$ cat src/rtl/ahb_split_slave_if.sv
// AHB-Lite bus bundle for the split-capable slave: address/data phase signals
// from the master side plus the slave response and the HSPLIT vector to the arbiter.
interface ahb_split_slave_if;
    logic        HSEL;
    logic [1:0]  HTRANS;
    logic        HWRITE;
    logic [31:0] HADDR;
    logic [31:0] HWDATA;
    logic [3:0]  HMASTER;
    logic        HREADY;
    logic        HREADYOUT;
    logic [1:0]  HRESP;
    logic [31:0] HRDATA;
    logic [15:0] HSPLIT;

    modport slave (
        input  HSEL, HTRANS, HWRITE, HADDR, HWDATA, HMASTER, HREADY,
        output HREADYOUT, HRESP, HRDATA, HSPLIT
    );

    modport master (
        output HSEL, HTRANS, HWRITE, HADDR, HWDATA, HMASTER, HREADY,
        input  HREADYOUT, HRESP, HRDATA, HSPLIT
    );
endinterface

$ cat src/rtl/ahb_split_slave.sv
// AHB-Lite slave that always splits reads, fetches the word over LATENCY cycles,
// then un-splits the owner via HSPLIT; contending masters are released in bulk.
module ahb_split_slave #(
    parameter int DEPTH   = 16,
    parameter int LATENCY = 4
) (
    input  logic               HCLK,
    input  logic               HRESET,
    ahb_split_slave_if.slave   io_bus
);
    localparam int AW = (DEPTH > 1) ? $clog2(DEPTH) : 1;
    // Load value covers the two split-response cycles before LATENCY starts counting.
    localparam logic [4:0] CNT_LOAD = 5'(LATENCY + 2);

    typedef enum logic [1:0] {ST_IDLE, ST_FETCH, ST_VALID, ST_RELEASE} state_t;
    typedef enum logic [1:0] {RSP_OKAY, RSP_SPLIT1, RSP_SPLIT2} rsp_t;

    state_t         r_state;
    logic [4:0]     r_cnt;
    logic [3:0]     r_owner;
    logic [AW-1:0]  r_addr;
    logic [15:0]    r_pending;
    logic [31:0]    r_buffer;
    rsp_t           r_rsp;
    logic [31:0]    r_hrdata;
    logic [15:0]    r_hsplit;
    logic           r_wr_pend;
    logic [AW-1:0]  r_wr_addr;
    logic [31:0]    r_mem [DEPTH];

    state_t         w_state_next;
    logic [4:0]     w_cnt_next;
    logic [3:0]     w_owner_next;
    logic [AW-1:0]  w_addr_next;
    logic [15:0]    w_pending_next;
    logic           w_capture;
    rsp_t           w_rsp_next;
    logic [31:0]    w_hrdata_next;
    logic [15:0]    w_hsplit_next;

    logic           w_accept;
    logic           w_rd;
    logic           w_wr;
    logic [AW-1:0]  w_idx;
    logic           w_start;
    logic           w_serve;
    logic           w_defer;
    logic           w_mem_we;
    logic           w_unused;

    assign w_accept = io_bus.HSEL & io_bus.HTRANS[1] & io_bus.HREADY;
    assign w_rd     = w_accept & ~io_bus.HWRITE;
    assign w_wr     = w_accept &  io_bus.HWRITE;
    assign w_idx    = io_bus.HADDR[AW+1:2];
    assign w_start  = w_rd & ((r_state == ST_IDLE) | (r_state == ST_RELEASE));
    assign w_serve  = w_rd & (r_state == ST_VALID) &
                      (io_bus.HMASTER == r_owner) & (w_idx == r_addr);
    assign w_defer  = w_rd & ~w_start & ~w_serve;
    assign w_mem_we = r_wr_pend & io_bus.HREADY;
    assign w_unused = ^{io_bus.HADDR, io_bus.HTRANS[0]};

    // State register
    always_ff @(posedge HCLK) begin
        if (HRESET) begin
            r_state   <= ST_IDLE;
            r_cnt     <= '0;
            r_owner   <= '0;
            r_addr    <= '0;
            r_pending <= '0;
            r_buffer  <= '0;
            r_rsp     <= RSP_OKAY;
            r_hrdata  <= '0;
            r_hsplit  <= '0;
            r_wr_pend <= 1'b0;
            r_wr_addr <= '0;
        end else begin
            r_state   <= w_state_next;
            r_cnt     <= w_cnt_next;
            r_owner   <= w_owner_next;
            r_addr    <= w_addr_next;
            r_pending <= w_pending_next;
            r_rsp     <= w_rsp_next;
            r_hrdata  <= w_hrdata_next;
            r_hsplit  <= w_hsplit_next;
            if (w_capture) r_buffer <= r_mem[r_addr];
            if (io_bus.HREADY) r_wr_pend <= w_wr;
            if (w_wr) r_wr_addr <= w_idx;
        end
    end

    always_ff @(posedge HCLK) begin
        if (HRESET) begin
            for (int i = 0; i < DEPTH; i++) r_mem[i] <= '0;
        end else if (w_mem_we) begin
            r_mem[r_wr_addr] <= io_bus.HWDATA;
        end
    end

    // Next-state logic
    always_comb begin
        w_state_next   = r_state;
        w_cnt_next     = r_cnt;
        w_owner_next   = r_owner;
        w_addr_next    = r_addr;
        w_pending_next = r_pending;
        w_capture      = 1'b0;
        case (r_state)
            ST_FETCH: begin
                w_cnt_next = r_cnt - 5'd1;
                if (r_cnt == 5'd1) begin
                    w_state_next = ST_VALID;
                    w_capture    = 1'b1;
                end
            end
            ST_VALID: begin
                if (w_serve) begin
                    w_state_next   = ST_RELEASE;
                    w_pending_next = '0;
                end
            end
            ST_RELEASE: w_state_next = ST_IDLE;
            default:    w_state_next = r_state;
        endcase
        if (w_start) begin
            w_state_next = ST_FETCH;
            w_cnt_next   = CNT_LOAD;
            w_owner_next = io_bus.HMASTER;
            w_addr_next  = w_idx;
        end
        // The owner already holds its own un-split; it never joins the bulk release.
        if (w_defer && (io_bus.HMASTER != r_owner))
            w_pending_next[io_bus.HMASTER] = 1'b1;
    end

    // Output logic (next values of the registered bus outputs)
    always_comb begin
        w_rsp_next    = RSP_OKAY;
        w_hrdata_next = '0;
        w_hsplit_next = '0;
        if (r_rsp == RSP_SPLIT1)
            w_rsp_next = RSP_SPLIT2;
        else if (w_start || w_defer)
            w_rsp_next = RSP_SPLIT1;
        if (w_serve)
            w_hrdata_next = r_buffer;
        if (w_capture)
            w_hsplit_next = 16'(1) << r_owner;
        else if (w_serve)
            w_hsplit_next = r_pending;
    end

    assign io_bus.HREADYOUT = (r_rsp != RSP_SPLIT1);
    assign io_bus.HRESP     = (r_rsp == RSP_OKAY) ? 2'b00 : 2'b11;
    assign io_bus.HRDATA    = r_hrdata;
    assign io_bus.HSPLIT    = r_hsplit;
endmodule

$ cat src/flat_wrapper.sv
// flat-port wrapper written by rule: the top's interface ports become plain ports
module ahb_split_slave_flat 
#(
    parameter int DEPTH   = 16,
    parameter int LATENCY = 4
)
  (HCLK, HRESET, io_bus_HSEL, io_bus_HTRANS, io_bus_HWRITE, io_bus_HADDR, io_bus_HWDATA, io_bus_HMASTER, io_bus_HREADY, io_bus_HREADYOUT, io_bus_HRESP, io_bus_HRDATA, io_bus_HSPLIT);
  ahb_split_slave_if io_bus_i ();
  input  logic HCLK;
  input  logic HRESET;
  input wire logic [$bits(io_bus_i.HSEL)-1:0] io_bus_HSEL;
  input wire logic [$bits(io_bus_i.HTRANS)-1:0] io_bus_HTRANS;
  input wire logic [$bits(io_bus_i.HWRITE)-1:0] io_bus_HWRITE;
  input wire logic [$bits(io_bus_i.HADDR)-1:0] io_bus_HADDR;
  input wire logic [$bits(io_bus_i.HWDATA)-1:0] io_bus_HWDATA;
  input wire logic [$bits(io_bus_i.HMASTER)-1:0] io_bus_HMASTER;
  input wire logic [$bits(io_bus_i.HREADY)-1:0] io_bus_HREADY;
  output wire logic [$bits(io_bus_i.HREADYOUT)-1:0] io_bus_HREADYOUT;
  output wire logic [$bits(io_bus_i.HRESP)-1:0] io_bus_HRESP;
  output wire logic [$bits(io_bus_i.HRDATA)-1:0] io_bus_HRDATA;
  output wire logic [$bits(io_bus_i.HSPLIT)-1:0] io_bus_HSPLIT;
  assign io_bus_i.HSEL = io_bus_HSEL;
  assign io_bus_i.HTRANS = io_bus_HTRANS;
  assign io_bus_i.HWRITE = io_bus_HWRITE;
  assign io_bus_i.HADDR = io_bus_HADDR;
  assign io_bus_i.HWDATA = io_bus_HWDATA;
  assign io_bus_i.HMASTER = io_bus_HMASTER;
  assign io_bus_i.HREADY = io_bus_HREADY;
  assign io_bus_HREADYOUT = io_bus_i.HREADYOUT;
  assign io_bus_HRESP = io_bus_i.HRESP;
  assign io_bus_HRDATA = io_bus_i.HRDATA;
  assign io_bus_HSPLIT = io_bus_i.HSPLIT;
  ahb_split_slave #(.DEPTH(DEPTH), .LATENCY(LATENCY)) u_core (.HCLK(HCLK), .HRESET(HRESET), .io_bus(io_bus_i));
endmodule
$ cat config.mk
export PLATFORM = sky130hd
export DESIGN_NAME = ahb_split_slave_flat
export DESIGN_NICKNAME = d
export VERILOG_FILES = /design/src/rtl/ahb_split_slave_if.sv /design/src/rtl/ahb_split_slave.sv /design/src/flat_wrapper.sv
export SDC_FILE = /design/constraint.sdc
export NUM_CORES = 1
export LEC_CHECK = 0
export BUFFER_PORTS_ARGS = -buffer_cell sky130_fd_sc_hd__buf_2
export CORE_MARGIN = 2
export CORE_UTILIZATION = 60
export DETAILED_ROUTE_END_ITERATION = 8
export GPL_TIMING_DRIVEN = 0
export PLACE_DENSITY = 0.78
export SKIP_CTS_REPAIR_TIMING = 1
export SLEW_MARGIN = 25
export SYNTH_ARGS = -nofsm -noshare
export SYNTH_HDL_FRONTEND = slang
export SYNTH_SLANG_ARGS = --single-unit
$ cat constraint.sdc
create_clock -name HCLK -period 5.3 [get_ports HCLK]
set_clock_uncertainty 0.15 [all_clocks]
set_input_delay 1.06 -clock HCLK [delete_from_list [all_inputs] [get_ports HCLK]]
set_output_delay 1.06 -clock HCLK [all_outputs]
set_load 0.03 [all_outputs]
---- After elaboration in Yosys (flattened, before gate mapping) ----
Memory sizes are Yosys's and may differ from the RTL's. A register that Yosys moved wholly into a read port is not among the register bits.
Index checks and enable logic that the tools add are counted.
storage, ports and cells
  register bits ........................... 86
  bits in writable memories ............... 512
  input bits .............................. 75
  output and inout port bits .............. 51
  logic and storage cells ................. 87
  memories ................................ 1
memory list
  memory        words  width  read ports  clocked after memory_dff  wr ports  RTL line               text
  u_core.r_mem  16     32     1           1                         16        ahb_split_slave.sv:29  logic [31:0] r_mem [DEPTH];
operators by class
  add/sub/neg operators ................... 1
  order comparisons ....................... 2
  eq/ne operators ......................... 13
  shift operators ......................... 1
  mux-type cells .......................... 26
  bitwise gates (word level) .............. 16
  reductions and logical operators ........ 14
operators by type and width
  cell                    number
  $mux W16                5
  $mux W32                1
  $reduce_or A32 Y1       1
  $or A16 B16 Y16         1
  $shl A1 B4 Y16 const A  1
  $and A1 B1 Y1           11
  $mux W1                 11
  $eq A4 B4 Y1            2
  $mux W2                 4
  $mux W3                 2
  $ne A2 B1 Y1 const B    3
  $ne A3 B1 Y1 const B    2
  $pmux W2 S3             1
  $reduce_and A3 Y1       2
  $reduce_or A2 Y1        3
  $eq A5 B1 Y1 const B    1
  $lt A4 B5 Y1 const B    1
  $sub A5 B1 Y5 const B   1
  $demux W1 S4            1
  $eq A2 B1 Y1 const B    2
  $eq A2 B2 Y1 const B    2
  $ge A4 B1 Y1 const B    1
  $logic_not A2 Y1        2
  $mux W4                 1
  other kinds (8)         11

---- Logic depth before layout (Yosys ltp) ----
  word-level depth ........................ 11
  gate-level depth with buffers ........... 8
  depth with buffers taken out ............ 7

---- Least setup slack after synthesis ----
Ideal clock, no wire load.
  path type ............................... in2reg
  start point ............................. input port HRESET
  end point ............................... memory u_core.r_mem[12][0], enable pin
  setup time .............................. 466 ps
  arrival time ............................ 3974 ps
  path slack .............................. 710 ps
  stages .................................. 4
  path through ............................ clkbuf_1 nor3_1 nand2b_1 o21ai_0
RTL lines
  element          RTL line               text
  start, declared  flat_wrapper.sv:10     input logic HRESET;
  end, declared    ahb_split_slave.sv:29

==> results.yml <==
clock_tree:
  clockRootBuffer: "clkbuf_16"
  cts_buffers: 61
  cts.path.max_buffers: 3
  insertion_delay_ps: 630
  cts.sinks: 630
  cts_tree: "done"
  htreeDepth: 2
  path_clk_slew_ps: 60
drt:
  drt_wl_total_um: 68230
  wl_per_cell_um: 26.19
  avgViaCountPerCell: 6.160
  firstDrtPassIters: 6
  drt_iter0_drc: 1797
  num_vias: 16050
  final_antenna_net_count: 0
  drc: 0
min_path:
  min-delay-start: "u_core.r_buffer[3]"
  holdPathStages: 2
  hold_end: "u_core.r_buffer[3]"
  min_path_type: "reg -> reg"
synth:
  synthDistinctLibCells: 42
  syn_area_um2: 26930
  yosysWarnings: 0
  synth-edff-count: 512
  ys_dominant_reg_cell: "edfxtp_1"
  synth_seq_cells: 630
  synth_top_area_share: 0.5708
  synth.avg_cell_area_um2: 15.19
  seq_area_frac_synth: 0.6585
  synthCells: 1773
  ys_top_cells_by_area: "edfxtp_1, and2_1, mux4_2, dfxtp_1, mux2i_1"
  synth_top_area_cell: "edfxtp_1"
  postSynthNetCount: 1856
  synthArstFlopShare: 0
power:
  vdd_drop_max_v: 0.0002425
  p_per_area_nw_per_um2: 338.2
  power_uw: 10450
  p_leak_uw: 0.01118
run_status:
  outcome: "complete, no violations"
setup_path:
  worstPathArrival_ps: 3510
  reg2reg_depth: 8
  path_class: "in -> reg"
  critPathLaunchType: "input pin"
  crit_required_ps: 5390
  crit_path_end_kind: "register"
  reg2reg_to: "u_core.r_buffer[6]"
  path_max_fanout: 32
  rr_startpoint: "u_core.r_state[1]"
  reg2reg_slack_ps: 2130
layout:
  area_growth_pct: 14.74
  layout.cells.most_common_list: "and2_1, edfxtp_1, clkbuf_1"
  final_common_cell: "and2_1"
  drive_above_1_share: 0.1918
  fin_nets: 2038
timing:
  worst_slack_ps: 1882
  slew_viol_final: 0
  hold_viol: 0
  slew_headroom: 0.2061
  finalCritPeriodShare: 0.6449
  final-setup-viol-count: 0
  clock.fmax_mhz: 292.6
  holdWs_ps: 307.9
  rsz0062_at_grt: "no"
  worst_slew_pin_slew_ps: 1186
  fin_crit_ps: 3418
floorplanning:
  ioPinCount: 126
  die-height_um: 215.9
  core_area_um2: 44220
  fp-row-count: 77
  die_w_um: 215.9
  die_area_um2: 46600
  initial_core_util: 0.6091
grt:
  grt_pass1_wl_um: 101700
  grt_usage: 0.2983
  antenna_found_initial: 5
  overflow: 0
  grt_start_max_net_pins: 33
  grt_pass1_vias: 16740
placed_design:
  hpwl_um: 45130
  pre_cts_slack_ps: 728.5
  portBuffers: 95
  gp_congestion: 0.8335
job:
  drv_cap: 0
==> critical path, stage by stage <==
cell and delay, ps:
clkbuf_1 220, nor2_1 260, nand3b_1 440, nor3_2 800
or2_4 700
==> worst max-delay path by stage <==
stage,start,slack [ps],depth (start not counted),end
4_1_cts,HRESET,1350,5,u_core.r_mem[2][8]
5_1_grt,HRESET,1940,5,u_core.r_mem[2][14]
6_report,HRESET,1880,5,u_core.r_mem[2][13]
3_3_place_gp,HRESET,-1930,4,u_core.r_mem[14][15]
3_5_place_dp,HRESET,730,5,u_core.r_mem[2][15]
2_1_floorplan,HRESET,710,4,u_core.r_mem[12][0]
==> cell families after synthesis <==
kind of cell               after synthesis  share of synthesized area
DFF                                    630                     0.6585
muxes                                  197                     0.1327
adders and majority gates                8                   0.003716
buffers and inverters                  156                    0.02332
and+or+nand+nor                        675                     0.1509
AOI/OAI and AO/OA                       95                    0.02699
xor gates and xnor gates                12                   0.003902
==> layer usage <==
metal,track usage,part of all wire,vias to the layer above
li1,-,-,6856
met1,0.3905,0.38,8148
met2,0.4930,0.49,847
met3,0.05229,0.088,191
met4,0.1347,0.044,4
met5,0,0.00040,-
==> cells in the mapped netlist (4+ instances only) <==
| library cell | count |
|---|---|
| xnor2_1 | 11 |
| nand2b_1 | 8 |
| ha_1 | 8 |
| buf_1 | 10 |
| and2_1 | 544 |
| o221ai_1 | 32 |
| inv_1 | 12 |
| nor3_1 | 12 |
| clkbuf_1 | 111 |
| a32o_1 | 4 |
| mux4_2 | 128 |
| nand3_1 | 4 |
| nand2_1 | 55 |
| a21oi_1 | 12 |
| mux2i_1 | 69 |
| nor2b_1 | 4 |
| nor2_1 | 23 |
| edfxtp_1 | 512 |
| o2bb2ai_1 | 4 |
| nor3b_1 | 4 |
| buf_2 | 19 |
| a22o_1 | 24 |
| or2_2 | 5 |
| o21ai_0 | 16 |
| dfxtp_1 | 118 |
==> power by group <==
part / switching [uW] / internal (uW)
sequential: 58.4 / 5480
clock: 1830 / 2450
combinational: 379 / 249
==> state kept, by name, summed over array words and instances, names as in the netlist <==
register	cells
u_core.io_bus.HSPLIT	16
u_core.r_buffer	32
u_core.r_pending	16
u_core.r_owner	4
u_core.r_wr_addr	4
u_core.r_rsp	2
u_core.r_state	2
u_core.io_bus.HRDATA	32
u_core.r_wr_pend	1
u_core.r_mem	512
u_core.r_addr	4
u_core.r_cnt	5
==> final cells by class <==
type | instances | area, um2
fillers | 2839 | 13320
diodes | 6 | 15.01
inverters | 12 | 45.04
multi-input cells | 987 | 8725
repair buffers | 119 | 1086
flip-flops and latches | 630 | 17740
plain buffers | 144 | 585.6
clock inverters | 10 | 87.58
clock buffers | 105 | 1882
well taps | 592 | 740.7
==> stage by stage <==
| step | std cells | setup TNS [ps] | util | instance area, um2 |
|---|---|---|---|---|
| floorplan | 1773 | 0 | - | 26930 |
| global placement | 2460 | -645490 | 0.6366 | 28150 |
| detailed placement | 2484 | 0 | 0.6535 | 28900 |
| CTS | 2599 | 0 | 0.6980 | 30870 |
| global route | 2600 | 0 | 0.6986 | 30890 |
| finish | 2605 | 0 | 0.6988 | 30900 |
Power figures use the tool's default switching activity.
